`config.mk`:
```
export PLATFORM = sky130hd
export DESIGN_NAME = fifo_rd_stream
export DESIGN_NICKNAME = d
export VERILOG_FILES = /design/src/rtl/fifo_rd_stream.sv
export SDC_FILE = /design/constraint.sdc
export NUM_CORES = 1
export LEC_CHECK = 0
export ABC_AREA = 0
export BUFFER_PORTS_ARGS = -buffer_cell sky130_fd_sc_hd__buf_4
export CORE_ASPECT_RATIO = 0.6
export CORE_MARGIN = 2
export CORE_UTILIZATION = 51
export CTS_CLUSTER_SIZE = 28
export DETAILED_ROUTE_END_ITERATION = 7
export PLACE_DENSITY = 0.78
export SYNTH_ARGS = -nofsm -noshare
export SYNTH_HDL_FRONTEND = slang
export SYNTH_SLANG_ARGS = --single-unit
```
`constraint.sdc`:
```
create_clock -name rclk -period 2.5 [get_ports rclk]
set_clock_uncertainty 0.2 [all_clocks]
set_input_delay 0.25 -clock rclk [delete_from_list [all_inputs] [get_ports rclk]]
set_output_delay 0.25 -clock rclk [all_outputs]
set_load 0.01 [all_outputs]
```
`src/rtl/fifo_rd_stream.sv`:
```
// Read-side consumer of an async FIFO: credit-based popping into a circular skid
// buffer drained over valid/ready. Optional word-sequence monitor: FIFO_RD_SEQ_CHECK_EN.
module fifo_rd_stream #(
  parameter int DATA_W = 16,
  parameter int DEPTH  = 4,
  parameter int CNT_W  = 8
) (
  input  logic                     rclk,
  input  logic                     rrst_n,
  input  logic                     rempty,
  input  logic [DATA_W-1:0]        rdata,
  input  logic                     rvalid,
  output logic                     rinc,
  output logic [DATA_W-1:0]        m_data,
  output logic                     m_valid,
  input  logic                     m_ready,
  output logic [$clog2(DEPTH):0]   level,
  output logic                     ovf,
  output logic                     seq_err,
  output logic [CNT_W-1:0]         err_cnt
);

  localparam int PTR_W = $clog2(DEPTH);
  localparam int LVL_W = PTR_W + 1;

  logic              en_q, en_d;
  logic              inflight_q, inflight_d;
  logic [PTR_W-1:0]  wr_ptr_q, wr_ptr_d;
  logic [PTR_W-1:0]  rd_ptr_q, rd_ptr_d;
  logic [LVL_W-1:0]  level_q, level_d;
  logic              ovf_q, ovf_d;
  logic [DATA_W-1:0] mem_q [DEPTH];
  logic [DATA_W-1:0] mem_d [DEPTH];

  logic [LVL_W:0]    occ;
  logic              xfer, full, cap_req, drop, wr_en;

  // A pop still in flight holds a slot, so the buffer can never be over-committed.
  assign occ     = {1'b0, level_q} + (LVL_W+1)'(inflight_q);
  assign rinc    = en_q && !rempty && (occ < (LVL_W+1)'(DEPTH));
  assign m_valid = (level_q != '0);
  assign m_data  = mem_q[rd_ptr_q];
  assign xfer    = m_valid && m_ready;
  assign full    = (level_q == LVL_W'(DEPTH));
  assign cap_req = rvalid && en_q;
  assign drop    = cap_req && full && !xfer;
  assign wr_en   = cap_req && !drop;
  assign level   = level_q;
  assign ovf     = ovf_q;

  always_comb begin
    en_d       = 1'b1;
    inflight_d = rinc;
    wr_ptr_d   = wr_ptr_q;
    rd_ptr_d   = rd_ptr_q;
    level_d    = level_q;
    ovf_d      = ovf_q || drop;
    mem_d      = mem_q;
    if (wr_en) begin
      mem_d[wr_ptr_q] = rdata;
      wr_ptr_d        = wr_ptr_q + PTR_W'(1);
    end
    if (xfer) rd_ptr_d = rd_ptr_q + PTR_W'(1);
    case ({wr_en, xfer})
      2'b10:   level_d = level_q + LVL_W'(1);
      2'b01:   level_d = level_q - LVL_W'(1);
      default: level_d = level_q;
    endcase
  end

  always_ff @(posedge rclk or negedge rrst_n) begin
    if (!rrst_n) begin
      en_q       <= 1'b0;
      inflight_q <= 1'b0;
      wr_ptr_q   <= '0;
      rd_ptr_q   <= '0;
      level_q    <= '0;
      ovf_q      <= 1'b0;
      for (int i = 0; i < DEPTH; i++) mem_q[i] <= '0;
    end else begin
      en_q       <= en_d;
      inflight_q <= inflight_d;
      wr_ptr_q   <= wr_ptr_d;
      rd_ptr_q   <= rd_ptr_d;
      level_q    <= level_d;
      ovf_q      <= ovf_d;
      mem_q      <= mem_d;
    end
  end

`ifdef FIFO_RD_SEQ_CHECK_EN
  logic              seen_q, seen_d;
  logic [DATA_W-1:0] exp_q, exp_d;
  logic              seq_err_q, seq_err_d;
  logic [CNT_W-1:0]  err_cnt_q, err_cnt_d;

  // Expected value always re-bases on the received word, so one glitch counts once.
  always_comb begin
    seen_d    = seen_q;
    exp_d     = exp_q;
    seq_err_d = seq_err_q;
    err_cnt_d = err_cnt_q;
    if (wr_en) begin
      seen_d = 1'b1;
      exp_d  = rdata + DATA_W'(1);
      if (seen_q && (rdata != exp_q)) begin
        seq_err_d = 1'b1;
        if (err_cnt_q != '1) err_cnt_d = err_cnt_q + CNT_W'(1);
      end
    end
  end

  always_ff @(posedge rclk or negedge rrst_n) begin
    if (!rrst_n) begin
      seen_q    <= 1'b0;
      exp_q     <= '0;
      seq_err_q <= 1'b0;
      err_cnt_q <= '0;
    end else begin
      seen_q    <= seen_d;
      exp_q     <= exp_d;
      seq_err_q <= seq_err_d;
      err_cnt_q <= err_cnt_d;
    end
  end

  assign seq_err = seq_err_q;
  assign err_cnt = err_cnt_q;
`else
  assign seq_err = 1'b0;
  assign err_cnt = '0;
`endif

endmodule

```
==> results.toml <==
[outcome]
result_of_the_run = "finished clean"

[power]
power_density_normalized_to_cell_area_nw_per_um2 = 1280
p_int_w = 0.00369
fin_total_pwr_w = 0.00531
power.combinational.fraction = 0.422
static-leakage-power_nw = 1.84
power.switching_fraction = 0.304
p_seq_frac = 0.406
worst_ir_drop_vdd_v = 0.000595
clkPwrFrac = 0.172
power.switching_w = 0.00162

[timing]
max_slew_margin = 0.399
setup-violations-final = 0
clock.fmax_mhz = 440
final-max-slew-violation-count = 0
min_period_ps = 2270
layout_worst_path_cycle_share = 0.910
setup_tns_ps = 0
finalHoldWorstSlack_ps = 82.1
finalHoldViolations = 0
final.setup.worst_slack_ps = 225
timing_worst_slew_pin_value_ps = 901
rsz0062_at_grt = "false"

[placed_design]
place.detailed.hpwl_um = 3980
gpl.final_weighted_congestion = 0.693
numPortBuffers = 42
post-place-ws_ps = 222

[finish]
final_core_utilization = 0.665
commonest_cells_after_routing_fill_and_taps_aside = "sky130_fd_sc_hd__dfrtp_1 (74), sky130_fd_sc_hd__mux2_2 (65), sky130_fd_sc_hd__buf_4 (51)"
syn_to_final_growth_pct = 22.8
antenna_cells = 0
final_layout_size_suffix_gt1_frac = 0.540
count_of_filler_cells_inserted_in_the_layout = 438
layout_commonest_cell = "sky130_fd_sc_hd__dfrtp_1"
final_nets = 307

[die]
floorplan.io_pins = 52
die_area_um2 = 7320
core_um2 = 6250
die_h_um = 67.1
start_util = 0.541
floorplan.rows = 22
floorplan.die.width_um = 109

[setup_path]
worst_path_bufs_invs = 4
critPathRequiredTime_ps = 2570
max_stage_delay_ps = 540
timing.critical_path.fanout_max = 5
critical_path.cell_chain = "dlygate4sd3_1 -> buf_4 -> nand2_1 -> nor2_1 -> inv_1 -> ha_1 -> inv_1 -> fa_1 -> xor2_1 -> nor2_1 -> xor2_1"
worst_ep_arrival_ps = 2350
cpMaxStageDelayCell = "sky130_fd_sc_hd__dlygate4sd3_1"
crit_family = "buffers and inverters"
criticalPathCategory = "in -> reg"
worstSetupStartpointType = "input port"
setup.worst_path.end_class = "flop"

[logic_synthesis]
netlist_area_um2 = 3380
seq_total_area_yosys = 0.548
ys_ff_latch = 74
synth_cell_type_count = 23
postSynthCellCount = 208
post_synth.cell_area_avg_um2 = 16.3
synth-warning-count = 0

[flow_run]
maxCapViolations = 0

[route]
routed-via-count = 1896
drt-wirelength-per-cell_um = 16.2
drt_pre_antenna_iters = 4
antenna_left = 0
vias_per_cell = 5.14
drc = 0
postRouteWirelength_um = 5990
drt_first_iter_violations = 18

[global_routing]
global_route.usage.total = 0.198
grt-ovfl-total = 0
grt_pass1_vias = 2038
grt_pass1_wl_um = 10400
antenna_found_initial = 0
grt_max_degree = 75

[clock_tree]
cts_tree = "yes"
cts-buffers-inserted = 9
cts-htree-levels = 3
cts-root-buf = "sky130_fd_sc_hd__clkbuf_8"
path_clk_slew_ps = 80
clock_sinks = 74
clock_latency_on_the_worst_skew_pair_ps = 350
maximum_buffer_depth_of_the_clock_tree = 2
cts.repair_timing.setup_buffer_count = 0

[worst_hold_path]
hp-class = "in -> reg"
## what timing repair did
item	4_1_cts	5_1_grt
endpoints found under the hold margin	140	0
hold buffers	19	0
resized for setup	0	0
## cell families (layout without fill, tap and decap cells)
| logic type | Yosys count | after routing | share of synthesized area |
|---|---|---|---|
| flops | 74 | 74 | 0.548 |
| mux | 82 | 82 | 0.326 |
| fa+ha+maj | 6 | 6 | 0.0244 |
| buf+inv | 23 | 92 | 0.0459 |
| compound gates | 3 | 3 | 0.00740 |
| simple gates | 12 | 12 | 0.0307 |
| xor+xnor | 6 | 6 | 0.0155 |
| other cells | 2 | 10 | 0.00222 |
## Yosys cell counts
master | number | area, um^2
sky130_fd_sc_hd__dfrtp_1 | 74 | 1850
sky130_fd_sc_hd__mux2_2 | 65 | 732
sky130_fd_sc_hd__mux4_2 | 16 | 360
sky130_fd_sc_hd__buf_4 | 9 | 67.6
sky130_fd_sc_hd__inv_1 | 6 | 22.5
sky130_fd_sc_hd__ha_1 | 5 | 62.6
sky130_fd_sc_hd__nor3b_2 | 4 | 50.1
sky130_fd_sc_hd__buf_6 | 3 | 33.8
sky130_fd_sc_hd__nand2_1 | 3 | 11.3
sky130_fd_sc_hd__nor2_1 | 3 | 11.3
sky130_fd_sc_hd__xnor2_1 | 3 | 26.3
sky130_fd_sc_hd__xor2_1 | 3 | 26.3
sky130_fd_sc_hd__buf_2 | 2 | 10.0
sky130_fd_sc_hd__clkbuf_1 | 2 | 7.51
sky130_fd_sc_hd__conb_1 | 2 | 7.51
sky130_fd_sc_hd__a31o_2 | 1 | 8.76
sky130_fd_sc_hd__a31oi_1 | 1 | 6.26
sky130_fd_sc_hd__clkbuf_8 | 1 | 13.8
sky130_fd_sc_hd__fa_1 | 1 | 20.0
sky130_fd_sc_hd__mux2i_1 | 1 | 10.0
sky130_fd_sc_hd__nor4b_4 | 1 | 23.8
sky130_fd_sc_hd__o31a_2 | 1 | 10.0
sky130_fd_sc_hd__or3_2 | 1 | 7.51
## sequential cells by signal (all words and copies together) (netlist names)
register    cells
en_q            1
inflight_q      1
level           3
mem_q          64
ovf             1
rd_ptr_q        2
wr_ptr_q        2
## routing by layer
layer | vias to the layer above | GRT usage | wire (um)
met5 | - | 0 | 0
met4 | 0 | 0.0721 | 90
met3 | 8 | 0.0753 | 240
met2 | 43 | 0.295 | 2750
met1 | 966 | 0.265 | 2910
li1 | 879 | - | -
## power groups by stage
stage	clock network, W	logic (W)	registers [W]
final	0.000914	0.00224	0.00216
after global routing	0.00101	0.00245	0.00225
after CTS	0.000944	0.00228	0.00216
after detailed placement	0	0.00225	0.00217
after global placement	0	0.00220	0.00215
after floorplan	0	0.00155	0.00205
## through the flow
step	cells	cell area [um^2]
after global placement	334	3770
after CTS	369	4150
after floorplan	216	3410
after detailed placement	334	3770
final	369	4150
after global routing	369	4150
## cell type report
cell class,instances,area (um^2),share of cell area
multi-input combinational,119,1400,0.338
inverter,6,22.5,0.00542
clock buffer,12,145,0.0350
clock inverter,4,51.3,0.0124
tap,84,105,0.0253
timing repair buffer,70,573,0.138
sequential,74,1850,0.446
## final timing paths
| path | from | endpoint | slack, ps | cells past startpoint |
|---|---|---|---|---|
| hold reg to reg | ovf | ovf | 280 | 1 |
| setup reg to reg | level[0] | level[2] | 230 | 9 |
| hold / removal | m_ready | rd_ptr_q[0] | 80 | 3 |
| max in group asynchronous | rrst_n | mem_q[63] | 1140 | 2 |
| min in group asynchronous | rrst_n | mem_q[30] | 370 | 2 |
| setup / recovery | rvalid | level[2] | 230 | 11 |
## worst reg2reg max path, delay by kind of cell, from the launching register on
family / cells / cell delay, ps
xor gates and xnor gates: 2 / 310
and+or+nand+nor: 3 / 540
DFF: 1 / 480
adders and majority gates: 2 / 540
buffers and inverters: 2 / 130
Power figures use the tool's default switching activity.
